[src/rtl/delay_request_queue.sv]
// delay_request_queue
//   Initiator side of a delay-timer start/enable/busy handshake. User action
//   requests are buffered in a small FIFO. One delay at a time is launched on
//   the external timer, and a completion pulse carrying the action code is
//   emitted when the timer's enable fires.
//
// Ports
//   clk        rising-edge clock
//   reset      asynchronous, active-low; clears all state immediately
//   req_valid  request present this cycle
//   req_code   action code of the request
//   req_ready  FIFO not full (forced low while in reset)
//   start      one-cycle launch pulse to the delay timer
//   busy       delay timer is counting
//   enable     delay timer expiry pulse
//   done       one-cycle completion pulse
//   done_code  code of the completed action; holds between pulses
//   pending    FIFO occupancy, not counting the in-flight entry
//   overflow   sticky: a request arrived while the FIFO was full
//   timeout    sticky: timer never acknowledged, or aborted without enable
module delay_request_queue #(
    parameter int DEPTH    = 4,
    parameter int CODE_W   = 2,
    parameter int ACK_WAIT = 4,
    localparam int CW      = $clog2(DEPTH + 1)
) (
    input  logic              clk,
    input  logic              reset,
    input  logic              req_valid,
    input  logic [CODE_W-1:0] req_code,
    output logic              req_ready,
    output logic              start,
    input  logic              busy,
    input  logic              enable,
    output logic              done,
    output logic [CODE_W-1:0] done_code,
    output logic [CW-1:0]     pending,
    output logic              overflow,
    output logic              timeout
);

    localparam int AW  = $clog2(DEPTH);
    localparam int WCW = $clog2(ACK_WAIT + 1);

    typedef enum logic [1:0] {
        S_IDLE,
        S_LAUNCH,
        S_WAIT_BUSY,
        S_WAIT_EN
    } state_t;

    logic [CODE_W-1:0] mem_q [DEPTH];
    logic [AW-1:0]     wptr_q, rptr_q;
    logic [CW-1:0]     count_q, count_d;
    state_t            state_q;
    logic [CODE_W-1:0] cur_code_q, done_code_q;
    logic [WCW-1:0]    wait_cnt_q;
    logic              start_q, done_q, overflow_q, timeout_q;
    logic              full, push, pop;

    assign full = (count_q == CW'(DEPTH));
    // Gated with reset so every output reads 0 while reset is held.
    assign req_ready = reset & ~full;
    assign push      = req_valid & req_ready;
    // The timer holds busy through its enable cycle; wait for it to drop.
    assign pop       = (state_q == S_IDLE) && (count_q != '0) && !busy;

    always_comb begin
        count_d = count_q;
        if (push && !pop)      count_d = count_q + CW'(1);
        else if (pop && !push) count_d = count_q - CW'(1);
    end

    // Storage needs no reset; occupancy is tracked by count_q.
    always_ff @(posedge clk) begin
        if (push) mem_q[wptr_q] <= req_code;
    end

    always_ff @(posedge clk or negedge reset) begin
        if (!reset) begin
            wptr_q     <= '0;
            rptr_q     <= '0;
            count_q    <= '0;
            overflow_q <= 1'b0;
        end else begin
            count_q <= count_d;
            // DEPTH is a power of two, so pointers wrap naturally.
            if (push) wptr_q <= wptr_q + AW'(1);
            if (pop)  rptr_q <= rptr_q + AW'(1);
            // Judged on the registered full flag, so a same-cycle pop
            // does not rescue the request.
            if (req_valid && full) overflow_q <= 1'b1;
        end
    end

    always_ff @(posedge clk or negedge reset) begin
        if (!reset) begin
            state_q     <= S_IDLE;
            cur_code_q  <= '0;
            done_code_q <= '0;
            wait_cnt_q  <= '0;
            start_q     <= 1'b0;
            done_q      <= 1'b0;
            timeout_q   <= 1'b0;
        end else begin
            start_q <= 1'b0;
            done_q  <= 1'b0;
            case (state_q)
                S_IDLE: begin
                    if (pop) begin
                        cur_code_q <= mem_q[rptr_q];
                        start_q    <= 1'b1;
                        state_q    <= S_LAUNCH;
                    end
                end
                S_LAUNCH: begin
                    wait_cnt_q <= '0;
                    state_q    <= S_WAIT_BUSY;
                end
                S_WAIT_BUSY: begin
                    if (busy) begin
                        state_q <= S_WAIT_EN;
                    end else if (wait_cnt_q == WCW'(ACK_WAIT - 1)) begin
                        // ACK_WAIT edges without busy: drop the action.
                        timeout_q <= 1'b1;
                        state_q   <= S_IDLE;
                    end else begin
                        wait_cnt_q <= wait_cnt_q + WCW'(1);
                    end
                end
                S_WAIT_EN: begin
                    if (enable) begin
                        done_q      <= 1'b1;
                        done_code_q <= cur_code_q;
                        state_q     <= S_IDLE;
                    end else if (!busy) begin
                        // Timer aborted without expiry.
                        timeout_q <= 1'b1;
                        state_q   <= S_IDLE;
                    end
                end
                default: state_q <= S_IDLE;
            endcase
        end
    end

    assign start     = start_q;
    assign done      = done_q;
    assign done_code = done_code_q;
    assign pending   = count_q;
    assign overflow  = overflow_q;
    assign timeout   = timeout_q;

endmodule

[config.mk]
export PLATFORM = sky130hd
export DESIGN_NAME = delay_request_queue
export DESIGN_NICKNAME = d
export VERILOG_FILES = /design/src/rtl/delay_request_queue.sv
export SDC_FILE = /design/constraint.sdc
export NUM_CORES = 1
export LEC_CHECK = 0
export BUFFER_PORTS_ARGS = -buffer_cell sky130_fd_sc_hd__buf_2
export CORE_MARGIN = 3
export CORE_UTILIZATION = 51
export DETAILED_ROUTE_END_ITERATION = 12
export PLACE_DENSITY = 0.72
export SLEW_MARGIN = 5
export SYNTH_ARGS = -nofsm -noshare
export SYNTH_HDL_FRONTEND = slang
export SYNTH_SLANG_ARGS = --single-unit
[constraint.sdc]
create_clock -name clk -period 2.4 [get_ports clk]
set_input_delay 0 -clock clk [delete_from_list [all_inputs] [get_ports clk]]
set_output_delay 0 -clock clk [all_outputs]
set_load 0.01 [all_outputs]
; Yosys cells after proc, flatten, opt, wreduce, memory -nomap -nowiden
; Memory sizes are Yosys's and may differ from the RTL's. A register that Yosys moved wholly into a read port is not among the register bits.
; Cells that the tools add are included.
; Widths: inputs -> output; s select.
[op_classes]
n_addsub = 5
eq_ne = 13
n_mux = 22
bitwise = 3
n_reduce_logical = 19
[op_table]
columns = op, n
row1 = $mux 3, 4
row2 = $ne 2x2->1 const B, 6
row3 = $mux 1, 10
row4 = $mux 2, 5
row5 = $pmux 2 s4, 1
row6 = $add 3x1->3 const B, 2
row7 = $ne 3x3->1 const B, 2
row8 = $pmux 3 s2, 1
row9 = $reduce_and 3->1, 2
row10 = $reduce_bool 2->1, 3
row11 = $logic_and 1x1->1, 5
row12 = $reduce_and 5->1, 1
row13 = $add 2x1->2 const B, 2
row14 = $eq 2x2->1 const B, 2
row15 = $logic_not 1->1, 4
row16 = $reduce_and 2->1, 2
row17 = $eq 3x2->1 const B, 1
row18 = $eq 3x3->1 const B, 1
row19 = $reduce_bool 3->1, 1
row20 = $sub 3x1->3 const B, 1
row21 = $and 1x1->1, 2
row22 = $eq 2x1->1 const B, 1
row23 = $logic_not 2->1, 1
row24 = $pmux 1 s2, 1
row25 = $not 1->1, 1
[totals]
regBits = 18
mem_bits_rw = 8
out_inout_bits = 10
word_cells = 73
n_memories = 1
[memory_table]
columns = name, words, width, read_ports, rd_ports_with_merged_regs, wr, line
row1 = mem_q, 4, 2, 1, 1, 1, 52  ; logic [CODE_W-1:0] mem_q [DEPTH];

; Longest topological paths before layout
[logic_depth]
ltp_word = 8
ltp_mapped = 11
mapped_depth_nobuf = 9

; Least setup slack after synthesis
; No wires, ideal clock.
[synth_timing]
path_type = register -> register
from = register count_q[0] (netlist: pending[0])
to = register count_q[1] (netlist: pending[1])
setup_ps = 125
t_arrival_ps = 2088
required_time_ps = 2275
path_slack_ps = 187
path_stages_with_launch = 8
cell_sequence = dfrtp_1 -> or3b_1 -> and3_1 -> buf_6 -> ha_1 -> inv_1 -> fa_1 -> mux2_2
[synth_between]
word_cells_on_any_way = 16
classes_between = add/sub (2) / eq/ne (1) / mux (2) / bitwise (3) / reduce/logical (8)
[synth_lines]
columns = item, line
row1 = "start, declared", 54  ; logic [CW-1:0] count_q, count_d;
row2 = "start signal, assigned", 86  ; count_q <= count_d;
row3 = $eq 3x3->1, 61  ; assign full = (count_q == CW'(DEPTH));
row4 = $not 1->1, 63  ; assign req_ready = reset & ~full;
row5 = $and 1x1->1, 63
row6 = $and 1x1->1, 64  ; assign push = req_valid & req_ready;
row7 = net push, 59  ; logic full, push, pop;
row8 = $logic_and 1x1->1, 70  ; if (push && !pop) count_d = count_q + CW'(1);
row9 = $mux 3, 70
row10 = net count_d[1], 54
; The timed path passes the listed nets, and every way through them passes these cells. The select of a mux whose other input is x is not followed.
; A chain may end at the register's enable or synchronous reset.

; Worst setup path after layout
[layout_timing]
from = register count_q[0] (netlist: pending[0])
to = register count_q[1] (netlist: pending[1])
[layout_between]
word_cells_on_any_way = 16
classes_between = add/sub (2) / eq/ne (1) / mux (2) / bitwise (3) / reduce/logical (8)
[layout_lines]
columns = item, line
row1 = $eq 3x3->1 / $reduce_bool 3->1 (equally long branches), "61, 66"
row2 = $not 1->1 / $logic_and 1x1->1 (equally long branches), "63, 66"
row3 = $and 1x1->1 / $logic_and 1x1->1 (equally long branches), "63, 66"
row4 = $and 1x1->1 / $logic_not 1->1 (equally long branches), "64, 70"
row5 = $logic_and 1x1->1, 70
row6 = $mux 3 *, 70
row7 = net count_d[1], 54
; The timed path passes the listed nets; every way through them passes the cells marked *. The select of a mux whose other input is x is not followed.

==> flow_metrics.tcl <==
set metrics [dict create \
    power.density_nw_per_um2 1120 \
    syn_avg_cell_area_um2 13.6 \
    nets 135 \
    critPathCaptureType "flop" \
    viasPerCell 5.21 \
    reg2regPathDepth 6 \
    fin_skew_ns 0.00344 \
    cts.sinks 28 \
    synth.largest_area_cell "dfrtp_1" \
    antenna_found_initial 0 \
    port-buffer-count 16 \
    drc_errors 0 \
    overflow 0 \
    period_needed_ns 2.25 \
    n_antenna_cell 0 \
    cts_buffer_depth 2 \
    synth.top_cells.by_count "20 x dfrtp_1, 8 x edfxtp_1, 8 x inv_1" \
    reg2reg_from "pending[0]$_DFFE_PN0P_" \
    min_path_type "input pin to flop" \
    dp_cells 139 \
    cts_max_level 1 \
    crit_arrival_ns 2.47 \
    yosysWarnings 0 \
    grt_pass1_vias 830 \
    fin_util_pct 64.4 \
    hold_depth 2 \
    path_clk_slew_ns 0.14 \
    fin_tns_setup_ns 0 \
    rsz0062_at_grt "false" \
    fin_cells 147 \
    syn-num-nets 111 \
    grt_pass1_wl_um 3710 \
    power_leakage_nw 0.673 \
    synth_area_um2 1310 \
    crit_required_ns 2.62 \
    synth.most_common_cell "dfrtp_1" \
    grt_max_degree 22 \
    clkLatencyLatePin_ns 0.31 \
    initial_utilization_pct 56.3 \
    routed-via-count 766 \
    relSlewSlack_pct 80.7 \
    placementRows 17 \
    cap_viol_max_count 0 \
    synth_edf_count 8 \
    die_h_um 56.6 \
    numCtsBuffers 3 \
    first_iter_violations 14 \
    min_period_over_period_pct 93.6 \
    setup_viol 0 \
    cts_tree "yes" \
    grtUsageTotal_pct 14.9 \
    async_flop_share_pct 71.4 \
    dp_hpwl_um 1560 \
    hold_buffers 4 \
    fp.dieArea_um2 3200 \
    maxSlewViolCount 0 \
    holdCritStartpoint "busy" \
    tightest_slew_ns 0.289 \
    cp_max_fo 7 \
    ff2ff_setup_slack_ns 0.15 \
    dieWidth_um 56.6 \
    crit-reg2reg-capture "pending[1]$_DFFE_PN0P_" \
    min_to "state_q[0]$_DFFE_PN0P_" \
    drtAntennaViolNets 0 \
    synth_seq_cells 28 \
    fmax_mhz 445 \
    postCtsSetupBuffers 0 \
    io_pins 17 \
    ys.flop_type "dfrtp_1" \
    ys_types 28 \
    synthTopCellsByArea "dfrtp_1 38%, edfxtp_1 18%, ha_1 6.7%" \
    setup.worst_path.class "flop to flop" \
    synth_cells 96 \
    cts-root-buf "clkbuf_4" \
    drt_wl_total_um 2050 \
    layout-drive-gt1-share_pct 32.8 \
    startpoint_type "flop" \
    routedWlPerCell_um 13.9 \
    post_cts_resized 0 \
    synth_top_area_share_pct 38.4 \
    hold_viol_final 0 \
    finalWeightedCongestion 0.713 \
    coreArea_um2 2320 \
    vdd.ir_drop.worst_mv 0.694 \
    dr.pass1.iters 4 \
    area_delta_synth_final_pct 14.4 \
    ys_seq_area_share_pct 56.8 \
    outcome "finished clean" \
]
==> flip-flops by register name (all words and copies together), names as in the netlist, 2 cells and up <==
register / count
state_q: 2
wait_cnt_q: 3
wptr_q: 2
mem_q: 8
done_code: 2
cur_code_q: 2
pending: 3
rptr_q: 2
==> layer usage <==
metal,wire [um],track usage (%),up-vias
met3,100,2.76,2
met1,937,19.3,369
met5,0,0,-
li1,-,-,377
met4,20,6.10,0
met2,988,24.4,18
==> kinds of logic after synthesis <==
family / share of synthesized area (%)
flip-flops: 56.8
AND/OR/NAND/NOR: 9.59
buffers and inverters: 4.31
multiplexers: 12.1
AO/OA/AOI/OAI: 4.99
adder cells (fa/ha/maj): 8.25
XOR/XNOR: 4.03
==> critical path: stages (launching register included) <==
cell	delay (ns)
dfrtp_1	0.46
or3b_1	0.42
and3_1	0.28
ha_1	0.25
inv_1	0.07
fa_1	0.40
mux2_2	0.27
==> where the power goes <==
group	switching (mW)	total (mW)	internal, mW
logic	0.285	0.637	0.352
clock network	0.128	0.221	0.0926
registers	0.150	0.816	0.666
==> placed cells by master (no fill, tap or decap), types with 2 or more instances in the layout <==
| master | n |
|---|---|
| dfrtp_1 | 20 |
| buf_2 | 16 |
| inv_1 | 8 |
| edfxtp_1 | 8 |
| ha_1 | 7 |
| mux2_2 | 6 |
| and2_2 | 5 |
| nor3_1 | 4 |
| xor2_1 | 4 |
| nand2_1 | 4 |
| dlygate4sd3_1 | 4 |
| mux2i_1 | 3 |
| o21ai_0 | 3 |
| clkbuf_4 | 3 |
| buf_4 | 3 |
| nor2b_1 | 2 |
| and3_1 | 2 |
| a31o_2 | 2 |
| mux4_2 | 2 |
| xnor2_1 | 2 |
==> worst max path at each step <==
stage / startpoint / endpoint / slack, ns
2_1_floorplan: pending[0]$_DFFE_PN0P_ / pending[1]$_DFFE_PN0P_ / 0.19
3_3_place_gp: pending[0]$_DFFE_PN0P_ / pending[1]$_DFFE_PN0P_ / 0.21
3_5_place_dp: pending[0]$_DFFE_PN0P_ / pending[1]$_DFFE_PN0P_ / 0.15
4_1_cts: pending[0]$_DFFE_PN0P_ / pending[1]$_DFFE_PN0P_ / 0.13
5_1_grt: pending[0]$_DFFE_PN0P_ / pending[1]$_DFFE_PN0P_ / 0.03
6_report: pending[0]$_DFFE_PN0P_ / pending[1]$_DFFE_PN0P_ / 0.15
==> final cells by class <==
type / count / area [um^2]
clock buffer: 4 / 36.3
sequential: 28 / 741
multi-input combinational: 56 / 508
inverter: 8 / 30.0
fill: 171 / 826
tap: 28 / 35.0
timing repair buffer: 23 / 143
==> metrics by stage <==
step	cell area, um^2	power [mW]	worst slack (ns)	hold WS (ns)
final	1490	1.67	0.153	0.0252
after global routing	1490	1.82	0.0297	0.0177
after CTS	1490	1.69	0.129	0.0133
after detailed placement	1420	1.47	0.149	0.0271
after global placement	1420	1.44	0.205	0.0164
after floorplan	1310	1.28	0.187	-0.296
(Power assumes the default switching activity.)
